$ cat src/rtl/registro_ciclos_param.sv
// registro_ciclos_param: load-increment / up-down counter register
// with wrap or clamp arithmetic, compare-match pulse and sticky overflow.
//
// Ports:
//   clk         rising-edge clock
//   reset       async active-low reset
//   en          cycle enable (0 = hold)
//   mode        00 hold, 01 load+STEP, 10 up, 11 down
//   data_input  load operand for mode 01
//   cmp_value   compare target for match
//   clr_flags   synchronous clear of ovf
//   data_output registered value
//   match       one-cycle pulse: updated value == cmp_value
//   ovf         sticky carry/borrow flag
module registro_ciclos_param #(
  parameter int WIDTH    = 8,
  parameter int STEP     = 1,
  parameter int SATURATE = 0
) (
  input  logic             clk,
  input  logic             reset,
  input  logic             en,
  input  logic [1:0]       mode,
  input  logic [WIDTH-1:0] data_input,
  input  logic [WIDTH-1:0] cmp_value,
  input  logic             clr_flags,
  output logic [WIDTH-1:0] data_output,
  output logic             match,
  output logic             ovf
);

  localparam logic [WIDTH:0]   LP_STEP = (WIDTH+1)'(STEP);
  localparam logic [WIDTH-1:0] LP_MAX  = '1;
  localparam logic [WIDTH-1:0] LP_MIN  = '0;

  logic [WIDTH:0]   w_res;
  logic [WIDTH-1:0] w_next;
  logic             w_upd;
  logic             w_evt;

  // Extra top bit of w_res is carry (add) or borrow (subtract).
  always_comb begin
    w_res  = '0;
    w_next = '0;
    w_upd  = en && (mode != 2'b00);
    unique case (mode)
      2'b01:   w_res = {1'b0, data_input} + LP_STEP;
      2'b10:   w_res = {1'b0, data_output} + LP_STEP;
      2'b11:   w_res = {1'b0, data_output} - LP_STEP;
      default: w_res = {1'b0, data_output};
    endcase
    w_evt = w_upd && w_res[WIDTH];
    if (w_evt && (SATURATE != 0)) begin
      w_next = (mode == 2'b11) ? LP_MIN : LP_MAX;
    end else begin
      w_next = w_res[WIDTH-1:0];
    end
  end

  always_ff @(posedge clk or negedge reset) begin
    if (!reset) begin
      data_output <= '0;
      match       <= 1'b0;
      ovf         <= 1'b0;
    end else begin
      if (w_upd) begin
        data_output <= w_next;
      end
      match <= w_upd && (w_next == cmp_value);
      // A new event beats a coincident clear.
      if (w_evt) begin
        ovf <= 1'b1;
      end else if (clr_flags) begin
        ovf <= 1'b0;
      end
    end
  end

endmodule

$ cat config.mk
export PLATFORM = sky130hd
export DESIGN_NAME = registro_ciclos_param
export DESIGN_NICKNAME = d
export VERILOG_FILES = /design/src/rtl/registro_ciclos_param.sv
export SDC_FILE = /design/constraint.sdc
export NUM_CORES = 1
export LEC_CHECK = 0
export CAP_MARGIN = 10
export CORE_MARGIN = 4
export CORE_UTILIZATION = 29
export CTS_BUF_LIST = sky130_fd_sc_hd__clkbuf_4
export DETAILED_ROUTE_END_ITERATION = 8
export HOLD_SLACK_MARGIN = 0.15
export SLEW_MARGIN = 20
export SYNTH_ARGS = -nofsm -noshare
export SYNTH_HDL_FRONTEND = slang
export SYNTH_SLANG_ARGS = --single-unit
export TNS_END_PERCENT = 30
$ cat constraint.sdc
create_clock -name clk -period 4.18 [get_ports clk]
set_input_delay 0.418 -clock clk [delete_from_list [all_inputs] [get_ports clk]]
set_output_delay 0.418 -clock clk [all_outputs]
set_load 0.02 [all_outputs]
==> results.txt, run 1 <==
The flow ran to the end, and the final reports show no timing, DRC or antenna violations. Entering global routing, the biggest net connects 32 pins. The number of synthesized register bits works out to 10. The sequential-to-total area share from yosys stat came out at 18.1%. After clock tree synthesis, the clock-pin slew on the worst setup and hold paths is 0.08 ns.

After detailed placement, the design holds a cell count of 254. The run gives 3.06 ns as the arrival time of data at the critical path endpoint. The clock latency on the worst-skew pair was 0.28 ns; the number of nets still failing antenna checks after routing was 0. From bottom edge to top edge, the die measures 77.0 um.

The path category of the worst min-delay check is in2async. Setup repair after global routing left no endpoint under its margin. Final critical delay including setup and external delays: 2.89 ns. The cell depth of the worst flop-to-flop path was 9. The required arrival time at the worst endpoint is 4.35 ns, and the global placement routability congestion is 0.894. TritonCTS built the clock tree. The total negative slack is 0 ns.

TritonCTS created 3 clock buffers. Tracing the worst setup path back leads to its startpoint at mode[0]. Summed over all layers, the routed wires come to 4190 um. The run gives 0 as the number of setup violations in the final report.

The synthesized design contains 0 enable-type register cells. The post-placement setup slack was 1.00 ns. In this run the horizontal extent of the chip is 77.0 um. The number of port buffers is 31. In the final routed layout, each cell accounts on average for 16.2 um. For the count of pins over their slew limit, the log shows 0. The worst setup path is launched from a primary input. Across all setup checks in the final design, the least slack found is 1.29 ns. Once detailed placement completed, the half-perimeter wirelength came to 3110 um. For this run, design rule violations remaining after detail routing come to 0.

The start-to-end type of the worst setup path is in2reg. In this run the core area contains 24 standard-cell rows. Cells with a size suffix above 1 make up 7.28% of the layout. The floorplan step defined a core boundary enclosing 0.00447 mm^2.

After synthesis, the mean cell area works out to 7.49 um^2. Relative to the synthesized area, the layout overhead comes to 25.0%. The count of distinct cell types in the synthesized netlist came out at 59. The transition time at the pin with the least slew margin is 0.764 ns, and the area enclosed by the die boundary is 0.00592 mm^2.

On the final layout, the worst clock skew is 0.00551 ns. The initial antenna violation count was 0. Counting every instance in the synthesized netlist gives 184. The iteration-0 DRC count of the detailed router was 180.

The tools report the sort of element at the end of the critical path as a register. The clock sink count is 10. 0 antenna diodes ended up in the layout. The analysis attributes to cell leakage a power of 0.649 nW.

During synthesis, Yosys emitted a total of 0 warnings. The startpoint identified for the worst register-to-register timing path is data_output[1]. Excluding fillers, the count of instances in the completed layout stands at 258.

VDD sags by at most 88.5 uV. The largest driver fanout on the critical path is 6, and the number of vias after detailed routing is 1,507. The average vias per placed instance was 5.84. Clock tree synthesis selected as its root buffer the cell sky130_fd_sc_hd__clkbuf_4. The worst-case register-to-register setup slack is 1.31 ns, and the net count after synthesis is 208. The critical path ends at match. Global routing finished with a remaining overflow of 0. The logs give 1 for the number of levels in the clock H-tree and 616 uW for the power consumption. On the worst path, the slowest cell contributes a delay of 0.48 ns. The fmax is 346 MHz. The logs give 0.00138 mm^2 for the cell area after technology mapping and 0.459 ns for the worst hold slack after final layout. The total global routing track utilization was 14.3%. The power per cell area works out to 357 mW/mm^2. The share of flip-flops with an asynchronous set or reset after synthesis was 100%.

The leading register cell type out of synthesis is sky130_fd_sc_hd__dfrtp_1. The first global-routing pass estimated 7050 um of wire. The run gives 1,440 as the number of global-route vias before repair. The number of setup buffers added after CTS is 0. 32 I/O pins were placed.

The tools report the end of the worst register-to-register path as match. The slowest stage of the critical path is the sky130_fd_sc_hd__clkdlybuf4s50_1 cell. The logs give 0 for the number of hold violations in the final report and 5 for the number of detailed-routing iterations run before antenna repair. The tools report the number of cells upsized or downsized after cts as 0. The number of hold-repair buffers added at the cts stage was 0.

The critical path goes through clkdlybuf4s50_1, and2_1, xnor2_1, ha_1, or3_1, nor4_2, o2111ai_1, o211ai_1, nand4_1, a2111oi_2. The logs give 48.4% for the relative slew slack and 2 for the maximum buffer depth of the clock tree. Max-cap violations in this run came to 0. The final net count is 231. Once the floorplan was initialized, standard cells occupied 30.8% of the core. Counting the fill cells in the layout gives 473. The post-route fraction of the period consumed by the critical path came out at 69.2%.
-- cell usage after synthesis (all sizes together), types with 5 or more instances --
cell type  count  share of area [%]
nand4          5                2.3
o21ai          7                2.5
xnor2          8                5.1
a21oi         18                6.8
inv            6                1.6
nand2         10                2.7
xor2           6                3.8
buf            7                3.1
a211oi         6                3.3
nand3          8                2.9
nor4           5                2.7
nor2          12                3.3
clkbuf         8                2.2
dfrtp         10                 18
-- metal layers --
layer / vias up / part of all wire, % / GRT usage, %
li1: 746 / - / -
met1: 693 / 45 / 19.5
met2: 59 / 46 / 22.6
met3: 9 / 7.1 / 2.81
met4: 0 / 2.2 / 4.71
met5: - / 0 / 0
-- stage by stage --
step	util, %	area (um^2)
finish	38.5	1720
global route	38.5	1720
CTS	38.5	1720
detailed placement	37.9	1700
global placement	37.9	1700
floorplan	-	1380
-- area by class of cell --
type	instances	area, um^2	share of cell area [%]
Clock buffer	3	22.5	1.31
Clock inverter	1	3.75	0.218
Inverter	6	22.5	1.31
Multi-Input combinational cell	153	1030	60.0
Sequential cell	10	250	14.5
Tap cell	52	65.1	3.78
Timing Repair Buffer	33	325	18.9
-- logic make-up (layout without fill, tap and decap cells) --
logic type,after synthesis,in the layout,synth area share (%)
XOR/XNOR,14,14,8.89
multiplexers,4,4,2.99
flip-flops,10,10,18.1
AO/OA/AOI/OAI,64,64,32.8
adder cells (fa/ha/maj),2,2,1.81
AND/OR/NAND/NOR,69,69,28.5
buffers and inverters,21,43,6.90
-- placed cells by master, fill, tap and decap left out, types with 4 or more instances in the layout --
cell type	n
sky130_fd_sc_hd__clkdlybuf4s50_1	31
sky130_fd_sc_hd__a21oi_1	17
sky130_fd_sc_hd__nor2_1	12
sky130_fd_sc_hd__nand2_1	10
sky130_fd_sc_hd__dfrtp_1	10
sky130_fd_sc_hd__xnor2_1	8
sky130_fd_sc_hd__nand3_1	8
sky130_fd_sc_hd__inv_1	6
sky130_fd_sc_hd__xor2_1	6
sky130_fd_sc_hd__a211oi_1	6
sky130_fd_sc_hd__nand4_1	5
sky130_fd_sc_hd__nor4_1	4
sky130_fd_sc_hd__nand2b_1	4
sky130_fd_sc_hd__o21ai_0	4
-- state kept, by name, indices dropped and copies added (netlist names) --
signal / cells
ovf: 1
match: 1
data_output: 8
-- critical path: cells and delay by family --
kind	cells	cell delay, ns
fa+ha+maj	1	0.24
xor+xnor	1	0.09
compound gates	3	0.69
buf+inv	1	0.48
simple gates	4	1.14
-- how the worst min path moves through the flow --
stage / from / to / slack (ns) / depth (start not counted)
4_1_cts: reset / data_output[4] / 0.49 / 1
3_5_place_dp: ovf / ovf / 0.52 / 2
5_1_grt: reset / data_output[4] / 0.51 / 1
6_report: reset / data_output[3] / 0.46 / 1
2_1_floorplan: reset / data_output[0] / 0.12 / 0
3_3_place_gp: ovf / ovf / 0.52 / 2
-- where the power goes --
| part | leakage (nW) | switching, mW | internal (mW) | total (mW) |
|---|---|---|---|---|
| sequential | 0.119 | 0.0823 | 0.119 | 0.201 |
| combinational | 0.515 | 0.170 | 0.169 | 0.339 |
| clock | 0.0154 | 0.0410 | 0.0346 | 0.0756 |
No activity file was read; power rests on OpenSTA's default activity.
==> inputs of run 2 (changes only) <==
==> constraint.sdc (replaced) <==
create_clock -name clk -period 2.5 [get_ports clk]
set_input_delay 0.25 -clock clk [delete_from_list [all_inputs] [get_ports clk]]
set_output_delay 0.25 -clock clk [all_outputs]
set_load 0.02 [all_outputs]
==> run 2 against run 1 <==
Net effect:
- first-iteration DRC count fell by 20%
- highest routed layer unchanged
- setup slack worse by 1.1 ns
- utilization up 6.4 points
- routed wire length grew 9.0%
==> results.txt, run 2 (same netlist as run 1, synthesis figures left out) <==
The layout has 456 filler cells. For the worst ir drop on vdd, the log shows 189 uV. Setup repair after global routing left no endpoint under its margin.

The power per cell area is 585 mW/mm^2. For this design, the sink count on the clock tree is 10. The flow ran to the end, and the final reports show no timing, DRC or antenna violations.

At the worst endpoint, the required time is 2.70 ns. The die is 77.0 um wide. Global routing consumed, over all layers together, 15.6% of the routing resources.

In this run the clock root is driven by a sky130_fd_sc_hd__clkbuf_4. The area enclosed by the die boundary came out at 0.00592 mm^2. The logs give 265 for the final net count and 0 for the count of pins over their slew limit. The proportion of layout cells with a drive suffix above 1 was 23.3%; the die height was 77.0 um. The tools report the max-cap violation count as 0. The category of the worst setup path launch point was a register. After detailed placement, the total cell area comes to 0.00195 mm^2. The later pin in the worst-skew pair is clocked with a latency of 0.27 ns. The critical path is of the reg2reg type. For this run, design rule violations remaining after detail routing come to 0. On the final layout, the worst clock skew is 0.0104 ns. The finished cells cover 0.00201 mm^2. The number of hold violations in the final report came out at 0. The run gives 3 as the number of buffers created by CTS. The register with the most flip-flops is data_output. Along the worst path, the maximum fanout reaches 5. The maximum buffer depth of the clock tree is 2. The count of nets left with antenna violations once routing finished came out at 0. The area growth from synthesis to layout was 45.8%; the first-pass GRT wire length was 7710 um.

Measured in cells, the most critical reg-to-reg path has a length of 9. The number of levels in the clock H-tree came out at 1. Across all layers, the routed design uses 1,645 vias. The global placement routability congestion was 0.839.

Across all hold checks on the routed design, the worst slack comes to 0.329 ns. The initial utilization of the core area, before any placement, comes to 30.8%. For the worst-case register-to-register setup slack, the log shows 0.14 ns. The core footprint is 0.00447 mm^2. STA classifies the critical path endpoint as a register. The post-route fraction of the period consumed by the critical path came out at 94.4%.

The number of global-route vias before repair was 1,592. The most common library cell in the layout ignoring fill and taps is sky130_fd_sc_hd__buf_4. The run gives 0.00106 mm^2 as the area used by multi-input combinational logic. The register with the most flip-flops in the layout has 8 of them.

The top cell types in the final layout, fill and taps aside, are 36 x sky130_fd_sc_hd__buf_4, 29 x sky130_fd_sc_hd__clkdlybuf4s50_1, 17 x sky130_fd_sc_hd__a21oi_1, 12 x sky130_fd_sc_hd__nor2_1, 10 x sky130_fd_sc_hd__nand2_1. The relative slew slack is 62.9%, and the clock-pin slew of the registers on the worst-case setup and hold paths is 0.08 ns. Entering global routing, the biggest net connects 21 pins. The logs give 3500 um for the estimated wirelength of the detail-placed design and 1.18 mW for the power consumption.

The pre-antenna-repair detailed-routing pass consisted of 4 iterations. The endpoint identified for the worst register-to-register timing path is ovf. In this run the core area contains 24 standard-cell rows. Setup violations remaining at the end of the flow were counted as 0. The run gives 0 as the initial antenna violation count. The path category of the worst min-delay check is in2async.

The tools report the startpoint of the worst-slack reg-to-reg timing path as data_output[1]. For the static power due to leakage, the log shows 0.839 nW. Static timing analysis puts the maximum clock frequency at 424 MHz. Counting I/O delays and the setup requirement, the final critical path takes 2.36 ns. The iteration-0 DRC count of the detailed router came out at 144. The sequential cells in the finished layout cover a total of 251 um^2. Global routing finished with a remaining overflow of 0. Dividing the detail-routed wire length by the instance count gives 15.6 um. For the total negative slack, the log shows 0 ns. TritonCTS built the clock tree. The tools report the arrival time of data at the critical path endpoint as 2.56 ns. The repair_antennas step left the layout with diodes totalling 0. The number of port buffers is 31. The transition time at the pin with the least slew margin came out at 0.549 ns. In this run the count of I/O pins placed on the die edge is 32. The largest registers in the layout are data_output x8, match x1, ovf x1. Overall routed net length: 4570 um.

After detailed routing, the number of vias per cell comes to 5.63.
-- run 2: per-stage QoR --
step / std cells / setup WS (ns) / utilization, %
5_1_grt: 292 / 0.00519 / 44.9
6_report: 292 / 0.139 / 44.9
4_1_cts: 291 / 0.0237 / 44.4
3_3_place_gp: 287 / -0.261 / 43.5
3_5_place_dp: 287 / -0.275 / 43.5
2_1_floorplan: 184 / 0.0108 / -
-- run 2: layout make-up --
type | instances | area share (%)
clock buffer | 4 | 1.49
inverter | 6 | 1.12
multi-input combinational | 153 | 52.5
sequential | 10 | 12.5
tap | 52 | 3.24
timing repair buffer | 67 | 29.1
-- run 2: how the worst max path moves through the flow --
| stage | depth (start not counted) | slack (ns) | endpoint | from |
|---|---|---|---|---|
| finish | 9 | 0.14 | ovf | data_output[1] |
| global route | 9 | 0.005 | ovf | data_output[1] |
| CTS | 10 | 0.02 | match | mode[0] |
| detailed placement | 10 | -0.27 | match | mode[0] |
| global placement | 10 | -0.26 | ovf | mode[0] |
| floorplan | 10 | 0.01 | ovf | data_output[1] |
-- run 2: routing by layer --
layer	global-route usage (%)	wire length, um	vias to the layer above
li1	-	-	815
met4	3.08	64	0
met5	0	0	-
met3	2.22	246	6
met1	21.3	2100	770
met2	26.0	2160	54
-- run 2: report_power, final --
group | internal (mW) | switching, mW
Clock | 0.0726 | 0.0632
Combinational | 0.386 | 0.391
Sequential | 0.201 | 0.0619
Total | 0.659 | 0.516
-- run 2: critical path, stage by stage (launching register included) --
cell and delay (ns):
sky130_fd_sc_hd__dfrtp_2 0.40, sky130_fd_sc_hd__inv_1 0.09, sky130_fd_sc_hd__xnor2_1 0.08, sky130_fd_sc_hd__ha_2 0.18
sky130_fd_sc_hd__or3_4 0.41, sky130_fd_sc_hd__nor3_2 0.18, sky130_fd_sc_hd__nor2_1 0.06, sky130_fd_sc_hd__or4_1 0.49
sky130_fd_sc_hd__a311o_1 0.32, sky130_fd_sc_hd__o21ai_1 0.07
-- run 2: repair_timing --
action	CTS	global route
buffers inserted	0	1
pin swaps	0	6
gates resized for setup	2	6
endpoints found under the setup margin	1	2
endpoints found under the hold margin	0	0
hold buffers	0	0
==> patch 1: new RTL, config.mk and constraints of run 2 <==
Set the parameter `WIDTH` to 6 (it was 8).
--- a/src/rtl/registro_ciclos_param.sv
+++ b/src/rtl/registro_ciclos_param.sv
@@ -13,7 +13,7 @@
 //   match       one-cycle pulse: updated value == cmp_value
 //   ovf         sticky carry/borrow flag
 module registro_ciclos_param #(
-  parameter int WIDTH    = 8,
+  parameter int WIDTH    = 6,
   parameter int STEP     = 1,
   parameter int SATURATE = 0
 ) (
Interface: changed (resized cmp_value, data_input and data_output); port bits go from 32 to 26. No check against the original RTL was run, so the function may have changed too.
==> patch 1 against run 2 <==
- area after synthesis is 30% lower
- combinational power is 35% lower
- wire length is 38% lower
- worst setup slack worse by 0.015 ns
- total power is 30% lower
- clock power is 21% lower
- register-to-register slack better by 0.13 ns
- die area is 27% lower
- cell area is 34% lower
- synthesized cell count is 32% lower
- first-iteration DRC count is 58% lower
- sequential cell count is 2 lower
- critical path type is now primary input to register
- largest cell class unchanged
- largest power group unchanged
==> patch 1: results (changes against run 2) <==
Logic synthesis
  – Top post-synthesis cells by area: dfrtp_1 21%, o21ai_0 6.7%, nor2_1 4.6%, xor2_1 4.5%, ha_1 3.9% (was dfrtp_1 18%, a21oi_1 6.2%, xnor2_1 5.1%, xor2_1 3.8%, a211oi_1 3.3%)
  – Synth top area share: 0.206 (was 0.181)
  – Synth cell types: 45 (was 59)
  – Net count after synthesis: 147 (was 208)
  – Most common library cells after synthesis: 13 x o21ai_0, 12 x nor2_1, 8 x dfrtp_1 (was 17 x a21oi_1, 12 x nor2_1, 10 x dfrtp_1, 10 x nand2_1)
  – Register area share after synthesis: 0.206 (was 0.181)

Timing
  – Tightest Pin Transition: 0.492 ns (was 0.549 ns)
  – Setup_tns: 0 ns (unchanged)
  – Minimum clock period: 2.38 ns (was 2.36 ns)
  – Worst Skew: 0.0103 ns (was 0.0104 ns)
  – Min Hold Slack: 0.285 ns (was 0.329 ns)

Setup path
  – Crit. Startpoint: mode[0] (was data_output[1])
  – Register-to-register setup slack: 0.27 ns (was 0.14 ns)
  – Worst Path Arrival: 2.52 ns (was 2.56 ns)
  – Worst setup endpoint: match (was ovf)
  – Worst-path fanout max: 7 (was 5)
  – Reg2reg path depth: 7 (was 9)

Place
  – Post-Place Cells: 197 (was 287)
  – Hpwl dp: 2.17 mm (was 3.50 mm)
  – Final GP Congestion: 0.810 (was 0.839)
  – IO Port Bufs: 25 (was 31)
  – Place WS: -0.183 ns (was -0.275 ns)

Global routing
  – Number of global-route vias before repair: 1001 (was 1592)
  – Met2 Resource Use GR: 0.220 (was 0.260)
  – Gr ovfl total: 0 (unchanged)
  – GRT Util Overall: 0.141 (was 0.156)
  – Met3 Use GR: 0.0221 (was 0.0222)
  – Largest net degree at the start of global routing: 27 (was 21)
  – Met1 usage: 0.192 (was 0.213)
  – Global-route wire length before repair: 4.73 mm (was 7.71 mm)

Floorplan
  – Die area: 4330 um2 (was 5920 um2)

Finish
  – Share of cells above drive strength 1: 0.147 (was 0.233)
  – Largest registers: data_output (6), match (1), ovf (1) (was data_output (8), match (1), ovf (1))
  – Nets: 179 (was 265)

Power
  – Pint: 463 uW (was 659 uW)
  – Leak: 0.518 nW (was 0.839 nW)
  – Peak supply drop: 0.217 mV (was 0.189 mV)

Route
  – Vias: 1083 (was 1645)
  – Wirelength per Cell: 14.1 um (was 15.6 um)
  – Detailed Route Iter0 Violations: 60 (was 144)
  – Drt pass-1 iters: 4 (unchanged)
  – Post-Route WL: 2.83 mm (was 4.57 mm)

Clocking
  – Post-CTS Resized: 0 (was 2)
  – Root Driver: clkbuf_4 (unchanged)
  – # Post-CTS Setup Buffers: 0 (unchanged)

Status
  – Outcome: complete, no violations (unchanged)
## patch 1: cell types whose count changed in the layout (fill, tap and decap cells not counted), sizes merged, moves of 4 or more
cell	run 2	this run
a211oi	6	2
a21oi	18	5
buf	36	13
clkdlybuf4s50	29	25
nand2	10	5
nand3	8	4
o21ai	7	13
xnor2	8	3
## patch 1: area by class of cell
type	instances	area, um2
fill	327	1800
multi-input combinational	102	683
timing repair buffer	38	348
sequential	8	200
tap	44	55.1
clock buffer	3	22.5
inverter	5	18.8
## patch 1: cell families (layout without fill, tap and decap cells)
group	count (synthesis)	in the layout	synth area share
xor gates and xnor gates	8	8	0.0723
DFF	8	8	0.206
muxes	3	3	0.0323
buffers and inverters	16	46	0.0916
and+or+nand+nor	46	46	0.262
AOI/OAI and AO/OA	42	42	0.297
adders and majority gates	3	3	0.0387
## patch 1: worst min-delay path by stage
stage / startpoint / to / depth (start not counted)
after detailed placement: ovf / ovf / 2
after global routing: reset / data_output[2] / 1
final: reset / data_output[3] / 1
after floorplan: reset / data_output[0] / 0
after global placement: ovf / ovf / 2
after CTS: reset / data_output[3] / 1
## patch 1: metal layers
layer,part of all wire,up-vias
li1,-,531
met1,0.47,516
met2,0.46,34
met3,0.062,2
met4,0.0078,0
met5,0,-
## patch 1: critical path, cell delays in order
cell             delay [ns]
clkdlybuf4s50_1        0.47
nand2_1                0.10
xnor2_1                0.16
ha_2                   0.27
nor3_1                 0.06
a31o_2                 0.24
o31ai_1                0.18
or4b_1                 0.48
a2111oi_2              0.30
## patch 1: power by group through the flow
stage	clock, mW	combinational [mW]	sequential [mW]
6_report	0.108	0.503	0.211
5_1_grt	0.117	0.553	0.215
4_1_cts	0.110	0.501	0.210
3_5_place_dp	0	0.498	0.211
3_3_place_gp	0	0.491	0.210
2_1_floorplan	0	0.307	0.230
==> patch 2: new RTL, settings of run 2 <==
Made on the original files. Register the output `data_output` once more, cleared by the reset; this adds one clock of latency there. The other outputs are not delayed to match. Comments in the files are not updated.
--- a/src/rtl/registro_ciclos_param.sv
+++ b/src/rtl/registro_ciclos_param.sv
@@ -33,6 +33,8 @@
   localparam logic [WIDTH-1:0] LP_MAX  = '1;
   localparam logic [WIDTH-1:0] LP_MIN  = '0;
 
+  logic [WIDTH-1:0] data_output_s0;
+
   logic [WIDTH:0]   w_res;
   logic [WIDTH-1:0] w_next;
   logic             w_upd;
@@ -45,9 +47,9 @@
     w_upd  = en && (mode != 2'b00);
     unique case (mode)
       2'b01:   w_res = {1'b0, data_input} + LP_STEP;
-      2'b10:   w_res = {1'b0, data_output} + LP_STEP;
-      2'b11:   w_res = {1'b0, data_output} - LP_STEP;
-      default: w_res = {1'b0, data_output};
+      2'b10:   w_res = {1'b0, data_output_s0} + LP_STEP;
+      2'b11:   w_res = {1'b0, data_output_s0} - LP_STEP;
+      default: w_res = {1'b0, data_output_s0};
     endcase
     w_evt = w_upd && w_res[WIDTH];
     if (w_evt && (SATURATE != 0)) begin
@@ -59,12 +61,12 @@
 
   always_ff @(posedge clk or negedge reset) begin
     if (!reset) begin
-      data_output <= '0;
+      data_output_s0 <= '0;
       match       <= 1'b0;
       ovf         <= 1'b0;
     end else begin
       if (w_upd) begin
-        data_output <= w_next;
+        data_output_s0 <= w_next;
       end
       match <= w_upd && (w_next == cmp_value);
       // A new event beats a coincident clear.
@@ -76,5 +78,13 @@
     end
   end
 
+  always_ff @(posedge clk or negedge reset) begin
+    if (!reset) begin
+      data_output <= '0;
+    end else begin
+      data_output <= data_output_s0;
+    end
+  end
+
 endmodule
 
Function: changed (a bounded check fails within 4 cycles, from zero or initial values and one cycle with reset low).
==> patch 2 against run 2 <==
- total power is 13% higher
- global-route usage is 0.90 points lower
- wire length is 3.2% lower
- area after synthesis is 15% higher
- cell area is 7.0% higher
- sequential cell count is 8 higher
- worst setup slack worse by 0.11 ns
- combinational power is 5.4% lower
- synthesized cell count is 4.3% higher
- die area is 13% higher
- critical path type is now primary input to register
- largest cell class unchanged
- highest routed layer unchanged
==> patch 2: results (changes against run 2) <==
Place
  – IO Port Bufs: 31 (unchanged)
  – Final GP Congestion: 0.839 (about the same)
  – Place WS: -0.333 ns (was -0.275 ns)
  – Area of placed instances: 2090 um2 (was 1950 um2)
  – Hpwl dp: 3.37 mm (was 3.50 mm)

Global routing
  – GRT Util Overall: 0.147 (was 0.156)
  – Number of global-route vias before repair: 1601 (was 1592)
  – Largest net degree at the start of global routing: 32 (was 21)

Logic synthesis
  – Net count after synthesis: 216 (was 208)
  – Most common library cells after synthesis: 18 x dfrtp_1, 17 x a21oi_1, 12 x nor2_1 (was 17 x a21oi_1, 12 x nor2_1, 10 x dfrtp_1, 10 x nand2_1)
  – Register area share after synthesis: 0.284 (was 0.181)
  – Top post-synthesis cells by area: dfrtp_1 28%, a21oi_1 5.4%, xnor2_1 4.4%, xor2_1 3.3%, a211oi_1 2.8% (was dfrtp_1 18%, a21oi_1 6.2%, xnor2_1 5.1%, xor2_1 3.8%, a211oi_1 3.3%)

Clocking
  – Clock latency on the worst-skew pair: 0.29 ns (was 0.27 ns)
  – H-tree levels: 1 (unchanged)
  – Clk pin slew, worst setup/hold paths: 0.11 ns (was 0.08 ns)

Status
  – Outcome: complete, no violations (unchanged)

Finish
  – Largest registers: data_output (8), data_output_s0 (8) (was data_output (8), match (1), ovf (1))
  – Nets: 261 (was 265)
  – Share of cells above drive strength 1: 0.169 (was 0.233)

Route
  – Avg Vias per Cell: 5.31 (was 5.63)
  – Wirelength per Cell: 14.4 um (was 15.6 um)
  – Detailed Route Iter0 Violations: 97 (was 144)

Timing
  – Slew HR: 0.456 (was 0.629)
  – Worst Skew: 0.00755 ns (was 0.0104 ns)

Power
  – Peak supply drop: 0.240 mV (was 0.189 mV)
## patch 2: cells by family after synthesis
kind of cell / share of synthesized area
AOI/OAI and AO/OA: 0.285
xor gates and xnor gates: 0.0773
adders and majority gates: 0.0158
buffers and inverters: 0.0647
DFF: 0.284
muxes: 0.0260
and+or+nand+nor: 0.247
## patch 2: stage by stage
| step | util | cells | power [mW] |
|---|---|---|---|
| finish | 0.413 | 306 | 1.33 |
| global route | 0.413 | 306 | 1.44 |
| global placement | 0.401 | 302 | 1.15 |
| floorplan | - | 192 | 0.897 |
| CTS | 0.408 | 306 | 1.32 |
| detailed placement | 0.401 | 302 | 1.16 |
## patch 2: metal layers
layer  global-route usage  wire length (um)  up-vias
met3               0.0219               218        6
met2                0.242              2090       38
li1                     -                 -      817
met1                0.199              2050      764
met4               0.0382                59        0
met5                    0                 0        -
## patch 2: where the power goes
part / leakage [nW] / total (mW) / internal, mW / switching (mW)
Combinational: 0.634 / 0.735 / 0.355 / 0.380
Clock: 0.0154 / 0.152 / 0.0580 / 0.0936
Sequential: 0.212 / 0.443 / 0.365 / 0.0779
## patch 2: worst paths after layout
kind	slack, ns	cells after the start	to	from
max	0.03	10	ovf	mode[0]
min	0.42	1	data_output[3]	reset
max reg2reg	0.18	9	ovf	data_output_s0[1]
min reg2reg	0.54	2	ovf	ovf
max in group asynchronous	1.58	1	ovf	reset
min in group clk	0.53	2	ovf	clr_flags
## patch 2: final cells by class
class	instances	area, um2
Fill cell	551	3050
Multi-Input combinational cell	153	1070
Timing Repair Buffer	55	498
Sequential cell	18	450
Tap cell	70	87.6
Clock buffer	3	22.5
Inverter	6	22.5
Clock inverter	1	3.75
## patch 2: repair_timing
| action | CTS | global route |
|---|---|---|
| resized for setup | 1 | 7 |
| pin swaps | 0 | 2 |
| setup endpoints to repair | 1 | 2 |
